**src/rtl/ins_parcel_queue.sv**
```systemverilog
`default_nettype none
// ============================================================================
// Module      : ins_parcel_queue
// Description : Fetch-to-decode parcel buffer for the VC16 instruction stream.
//               It splits fetch words into 16-bit parcels, queues them with
//               their PC and fault tags, and pre-decodes branch/jump classes
//               on the head parcel.
//               Optional macro PARCEL_QUEUE_BYPASS_EN: when the queue is empty,
//               the first pushed parcel is presented to the decoder in the
//               same cycle it arrives.
// Revision    : 1.0 - initial release
// ============================================================================
module ins_parcel_queue #(
    parameter int FETCH_W = 32,
    parameter int DEPTH   = 8,
    parameter int RV      = 32
) (
    input  logic                     clk,
    input  logic                     reset_n,
    input  logic                     fetch_valid,
    output logic                     fetch_ready,
    input  logic [FETCH_W-1:0]       fetch_data,
    input  logic [RV-1:0]            fetch_pc,
    input  logic                     fetch_fault,
    input  logic                     flush,
    output logic                     ins_valid,
    input  logic                     ins_ready,
    output logic [15:0]              ins,
    output logic [RV-1:0]            ins_pc,
    output logic                     ins_fault,
    output logic                     ins_br,
    output logic                     ins_jmp,
    output logic [$clog2(DEPTH):0]   count
);

    localparam int c_NPARCEL = FETCH_W / 16;
    localparam int c_PW      = $clog2(DEPTH);
    localparam int c_CW      = c_PW + 1;

    localparam logic [c_CW-1:0] c_DEPTH_CW   = c_CW'(DEPTH);
    localparam logic [c_CW-1:0] c_NPARCEL_CW = c_CW'(c_NPARCEL);

    // ------------------------------------------------------------------------
    // State
    // ------------------------------------------------------------------------
    logic [15:0]      r_parcel [DEPTH];
    logic [RV-1:0]    r_pc     [DEPTH];
    logic             r_fault  [DEPTH];
    logic [c_PW-1:0]  r_wptr;
    logic [c_PW-1:0]  r_rptr;
    logic [c_CW-1:0]  r_count;

    // ------------------------------------------------------------------------
    // Combinational control
    // ------------------------------------------------------------------------
    logic             w_push;
    logic             w_qpop;
    logic             w_byp;
    logic             w_byp_take;
    logic [c_CW-1:0]  w_skip;
    logic [c_CW-1:0]  w_first;
    logic [c_CW-1:0]  w_nwr;
    logic [c_PW-1:0]  w_widx [c_NPARCEL];
    logic             w_wen  [c_NPARCEL];
    logic [RV-1:0]    w_wpc  [c_NPARCEL];

    logic             w_head_valid;
    logic [15:0]      w_head_parcel;
    logic [RV-1:0]    w_head_pc;
    logic             w_head_fault;

    // Leading parcels before the fetch PC are not part of the stream
    generate
        if (c_NPARCEL == 1) begin : g_skip_single
            assign w_skip = '0;
        end else begin : g_skip_multi
            assign w_skip = c_CW'(fetch_pc[$clog2(c_NPARCEL):1]);
        end
    endgenerate

    assign fetch_ready = (c_DEPTH_CW - r_count) >= c_NPARCEL_CW;
    assign w_push      = fetch_valid & fetch_ready & ~flush;
    assign w_qpop      = (r_count != '0) & ins_ready;
    assign w_byp_take  = w_byp & ins_ready;
    assign w_first     = w_skip + {{(c_CW-1){1'b0}}, w_byp_take};
    assign w_nwr       = c_NPARCEL_CW - w_first;

    always_comb begin
        for (int k = 0; k < c_NPARCEL; k++) begin
            w_widx[k] = r_wptr + c_PW'(k) - w_first[c_PW-1:0];
            w_wen[k]  = w_push & (c_CW'(k) >= w_first);
            w_wpc[k]  = fetch_pc + RV'((c_CW'(k) - w_skip) << 1);
        end
    end

`ifdef PARCEL_QUEUE_BYPASS_EN
    assign w_byp         = w_push & (r_count == '0);
    assign w_head_valid  = (r_count != '0) | w_byp;
    assign w_head_parcel = w_byp ? 16'(fetch_data >> {w_skip, 4'b0000})
                                 : r_parcel[r_rptr];
    assign w_head_pc     = w_byp ? fetch_pc    : r_pc[r_rptr];
    assign w_head_fault  = w_byp ? fetch_fault : r_fault[r_rptr];
`else
    assign w_byp         = 1'b0;
    assign w_head_valid  = (r_count != '0);
    assign w_head_parcel = r_parcel[r_rptr];
    assign w_head_pc     = r_pc[r_rptr];
    assign w_head_fault  = r_fault[r_rptr];
`endif

    // ------------------------------------------------------------------------
    // Pointers and occupancy; flush outranks any push or pop
    // ------------------------------------------------------------------------
    always_ff @(posedge clk or negedge reset_n) begin
        if (!reset_n) begin
            r_wptr  <= '0;
            r_rptr  <= '0;
            r_count <= '0;
        end else if (flush) begin
            r_wptr  <= '0;
            r_rptr  <= '0;
            r_count <= '0;
        end else begin
            if (w_push) begin
                r_wptr <= r_wptr + w_nwr[c_PW-1:0];
            end
            if (w_qpop) begin
                r_rptr <= r_rptr + 1'b1;
            end
            r_count <= r_count + (w_push ? w_nwr : '0)
                               - {{c_PW{1'b0}}, w_qpop};
        end
    end

    // Storage needs no reset: empty-queue outputs are masked below
    always_ff @(posedge clk) begin
        for (int k = 0; k < c_NPARCEL; k++) begin
            if (w_wen[k]) begin
                r_parcel[w_widx[k]] <= fetch_data[16*k +: 16];
                r_pc[w_widx[k]]     <= w_wpc[k];
                r_fault[w_widx[k]]  <= fetch_fault;
            end
        end
    end

    // ------------------------------------------------------------------------
    // Pre-decode
    // ------------------------------------------------------------------------
    function automatic logic f_is_br(input logic [15:0] p);
        logic w_c1;
        w_c1 = (p[1:0] == 2'b01) &&
               ((p[15:13] == 3'b001) || (p[15:13] == 3'b101) ||
                (p[15:13] == 3'b110) || (p[15:13] == 3'b111));
        return w_c1 || ((p[1:0] == 2'b11) && (p[15:14] == 2'b11));
    endfunction

    function automatic logic f_is_jmp(input logic [15:0] p);
        return (p[1:0] == 2'b10) && (p[15:13] == 3'b100) &&
               (p[6:2] == 5'd0) && (p[11:7] != 5'd0);
    endfunction

    assign ins_valid = w_head_valid;
    assign ins       = w_head_valid ? w_head_parcel : '0;
    assign ins_pc    = w_head_valid ? w_head_pc     : '0;
    assign ins_fault = w_head_valid & w_head_fault;
    assign ins_br    = w_head_valid & ~w_head_fault & f_is_br(w_head_parcel);
    assign ins_jmp   = w_head_valid & ~w_head_fault & f_is_jmp(w_head_parcel);
    assign count     = r_count;

endmodule
`default_nettype wire

```
**config.mk**
```make
export PLATFORM = sky130hd
export DESIGN_NAME = ins_parcel_queue
export DESIGN_NICKNAME = d
export VERILOG_FILES = /design/src/rtl/ins_parcel_queue.sv
export SDC_FILE = /design/constraint.sdc
export NUM_CORES = 1
export LEC_CHECK = 0
export ABC_CLOCK_PERIOD_IN_PS = 5700
export BUFFER_PORTS_ARGS = -buffer_cell sky130_fd_sc_hd__buf_2
export CAP_MARGIN = 0
export CORE_MARGIN = 1
export CORE_UTILIZATION = 25
export CTS_CLUSTER_SIZE = 28
export DETAILED_ROUTE_END_ITERATION = 8
export GPL_ROUTABILITY_DRIVEN = 0
export PLACE_DENSITY_LB_ADDON = 0.25
export SYNTH_ARGS = -nofsm -noshare
export SYNTH_HDL_FRONTEND = slang
export SYNTH_SLANG_ARGS = --single-unit
export TNS_END_PERCENT = 100
```
**constraint.sdc**
```tcl
create_clock -name clk -period 5.7 [get_ports clk]
set_input_delay 0.285 -clock clk [delete_from_list [all_inputs] [get_ports clk]]
set_output_delay 0.285 -clock clk [all_outputs]
set_load 0.05 [all_outputs]
```
==> impl_metrics.ini <==
[synth]
synth_area_um2 = 22100
synth_edf_count = 392
synth.distinct_cells = 58
syn_inst = 2028
async_reset_ff_share_pct = 2.49
avgSynthCellArea_um2 = 10.9
ys_seq_elements = 402
ys_seq_area_share_pct = 54.3
yosys_warnings = 0
synthesis.nets = 2144
synthFlopType = edfxtp_1

[clock_tree]
cts_root_buffer = clkbuf_16
cts_resized = 0
cts_buffers = 47
path_clk_slew_ns = 0.05
cts_post_setup_buffers_inserted = 0
hold_buffers = 3
clock_path_buffers = 3
clk_latency_ns = 0.60
h-tree-depth = 2
cts.sinks = 402
cts_tree = yes

[die]
start_util_pct = 25.4
die_w_um = 300
core_area_um2 = 87300
rows = 108
io_pins = 127
die_height_um = 300
die-area_um2 = 89800

[global_route]
overflow = 0
antenna_found_initial = 4
grt_pass1_vias = 15900
grt_use_total_pct = 16.0
grt_pass1_wl_um = 106000
grt_max_degree = 51

[timing]
grt_setup_unrepaired = false
finalMaxSlewViolations = 0
finClkSkew_ns = 0.0162
hold_viol_final = 0
max_freq_mhz = 245
maxSlewHeadroom_pct = 23.7
setup_viol = 0
fin_crit_ns = 4.08
tightestPinTransition_ns = 1.14
finalCritPeriodShare_pct = 71.5
hold_ws_ns = 0.0681

[routing]
final_antenna_net_count = 0
firstDrtPassIters = 5
num_vias = 15800
drcViolationCount = 0
routedWlPerCell_um = 22.1
drt-vias-per-instance = 4.84
drtIter0Drc = 1445
postRouteWirelength_um = 72300

[run]
maxCapViolations = 0

[placement]
numPortBuffers = 126
dp.cells = 3176
dp_hpwl_um = 45500

[critical_path]
crit_arrival_ns = 3.79
cp.required_ns = 5.41
worstPathMaxFanout = 42
crit_type = flop to primary output
crit_path_end_kind = primary output
crit_path_start_kind = flop

[outcome]
outcome = finished clean

[pwr]
vdd_ir_drop_max_v = 0.000349
p_total_mw = 10.7
power.leakage_nw = 9.04
power_density_nw_per_um2 = 423

[finish]
fin_util_pct = 29.1
fin_nets = 2189
post_layout_nonfiller_instances = 3267
area_growth_pct = 14.6
drive_gt1_share_pct = 19.8

[hold_path]
holdCritPathClass = input port to flop
## report_power, final
| part | total, mW | leakage, nW | internal [mW] | switching [mW] |
|---|---|---|---|---|
| clock | 2.88 | 0.694 | 1.62 | 1.26 |
| sequential | 3.87 | 3.68 | 3.67 | 0.196 |
| combinational | 3.98 | 4.67 | 1.28 | 2.71 |
| total | 10.7 | 9.04 | 6.58 | 4.16 |
## sequential cells by signal, summed over array words and instances, names as in the netlist
| register | count |
|---|---|
| count | 4 |
| r_rptr | 3 |
| r_parcel | 128 |
| r_wptr | 3 |
| r_pc | 256 |
| r_fault | 8 |
## per-layer routing
| metal | wire length, um | vias to the layer above | share of wire, % | GRT usage, % |
|---|---|---|---|---|
| met5 | 34 | - | 0.047 | 0 |
| met4 | 1840 | 6 | 2.5 | 4.47 |
| met2 | 34400 | 503 | 48 | 26.8 |
| li1 | - | 7279 | - | - |
| met3 | 4160 | 121 | 5.8 | 2.65 |
| met1 | 31900 | 7899 | 44 | 21.1 |
## synth_stat cells (all sizes together), types with 13 or more instances
cell | number | area [um2]
nand3 | 22 | 110
buf | 69 | 362
nand2 | 673 | 2530
nor2 | 116 | 435
ha | 44 | 551
a21oi | 75 | 375
or3 | 15 | 93.8
clkbuf | 102 | 402
o21ai | 132 | 661
mux4 | 98 | 2210
edfxtp | 392 | 11800
xnor2 | 29 | 254
xor2 | 13 | 114
mux2i | 50 | 500
mux2 | 57 | 642
inv | 21 | 78.8
## layout make-up
type                       instances  area (um2)
antenna                            2        5.00
clock buffer                      66        1250
clock inverter                    20         185
fill                            8999       61900
inverter                          27         101
multi-input combinational       1428        9380
sequential                       402       12000
tap                             1155        1450
timing repair buffer             167         971
## path summary, 6_finish.rpt
check | from | cells past startpoint | end | slack, ns
max | r_rptr[0]$_DFFE_PN0P_ | 6 | ins_jmp | 1.62
min | flush | 2 | count[3]$_DFF_PN0_ | 0.07
max reg2reg | count[0]$_DFF_PN0_ | 9 | r_pc[6][11]$_DFFE_PP_ | 1.92
min reg2reg | r_wptr[1]$_DFFE_PN0P_ | 2 | r_wptr[1]$_DFFE_PN0P_ | 0.58
max in group asynchronous | reset_n | 2 | r_rptr[1]$_DFFE_PN0P_ | 5.37
min in group asynchronous | reset_n | 2 | count[3]$_DFF_PN0_ | 0.11
## placed cells by master (no fill, tap or decap), drive strengths merged, types with 9 or more instances in the layout
cell    Yosys  final
nand2     673    673
edfxtp    392    392
buf        69    164
o21ai     132    132
nor2      116    116
mux4       98     98
a21oi      75     75
clkbuf    102     66
mux2       57     57
mux2i      50     50
ha         44     44
xnor2      29     29
inv        21     28
nand3      22     22
clkinv      6     16
or3        15     15
xor2       13     13
nor3       10     10
nand2b     10     10
a21o       10     10
dfrtp      10     10
o31ai       9      9
## worst max-delay path: stages, from the launching register on
cell,delay [ns]
dfrtp_4,1.02
mux4_2,0.60
mux2i_1,0.57
nand3_1,0.16
or3_1,0.37
a31oi_1,0.13
buf_2,0.28
## per-stage QoR
step | setup slack, ns | TNS [ns] | instance area [um2]
2_1_floorplan | -1.18 | -326.90 | 22100
3_3_place_gp | 1.91 | 0 | 23900
3_5_place_dp | 1.83 | 0 | 23900
4_1_cts | 1.54 | 0 | 25400
5_1_grt | 1.44 | 0 | 25400
6_report | 1.62 | 0 | 25400
## cell families after synthesis
group | Yosys count | share of synthesized area, %
compound gates | 260 | 6.62
xor+xnor | 42 | 1.66
fa+ha+maj | 46 | 2.67
buf+inv | 198 | 3.90
flops | 402 | 54.3
mux | 205 | 15.1
simple gates | 875 | 15.7
Power figures use the tool's default switching activity.
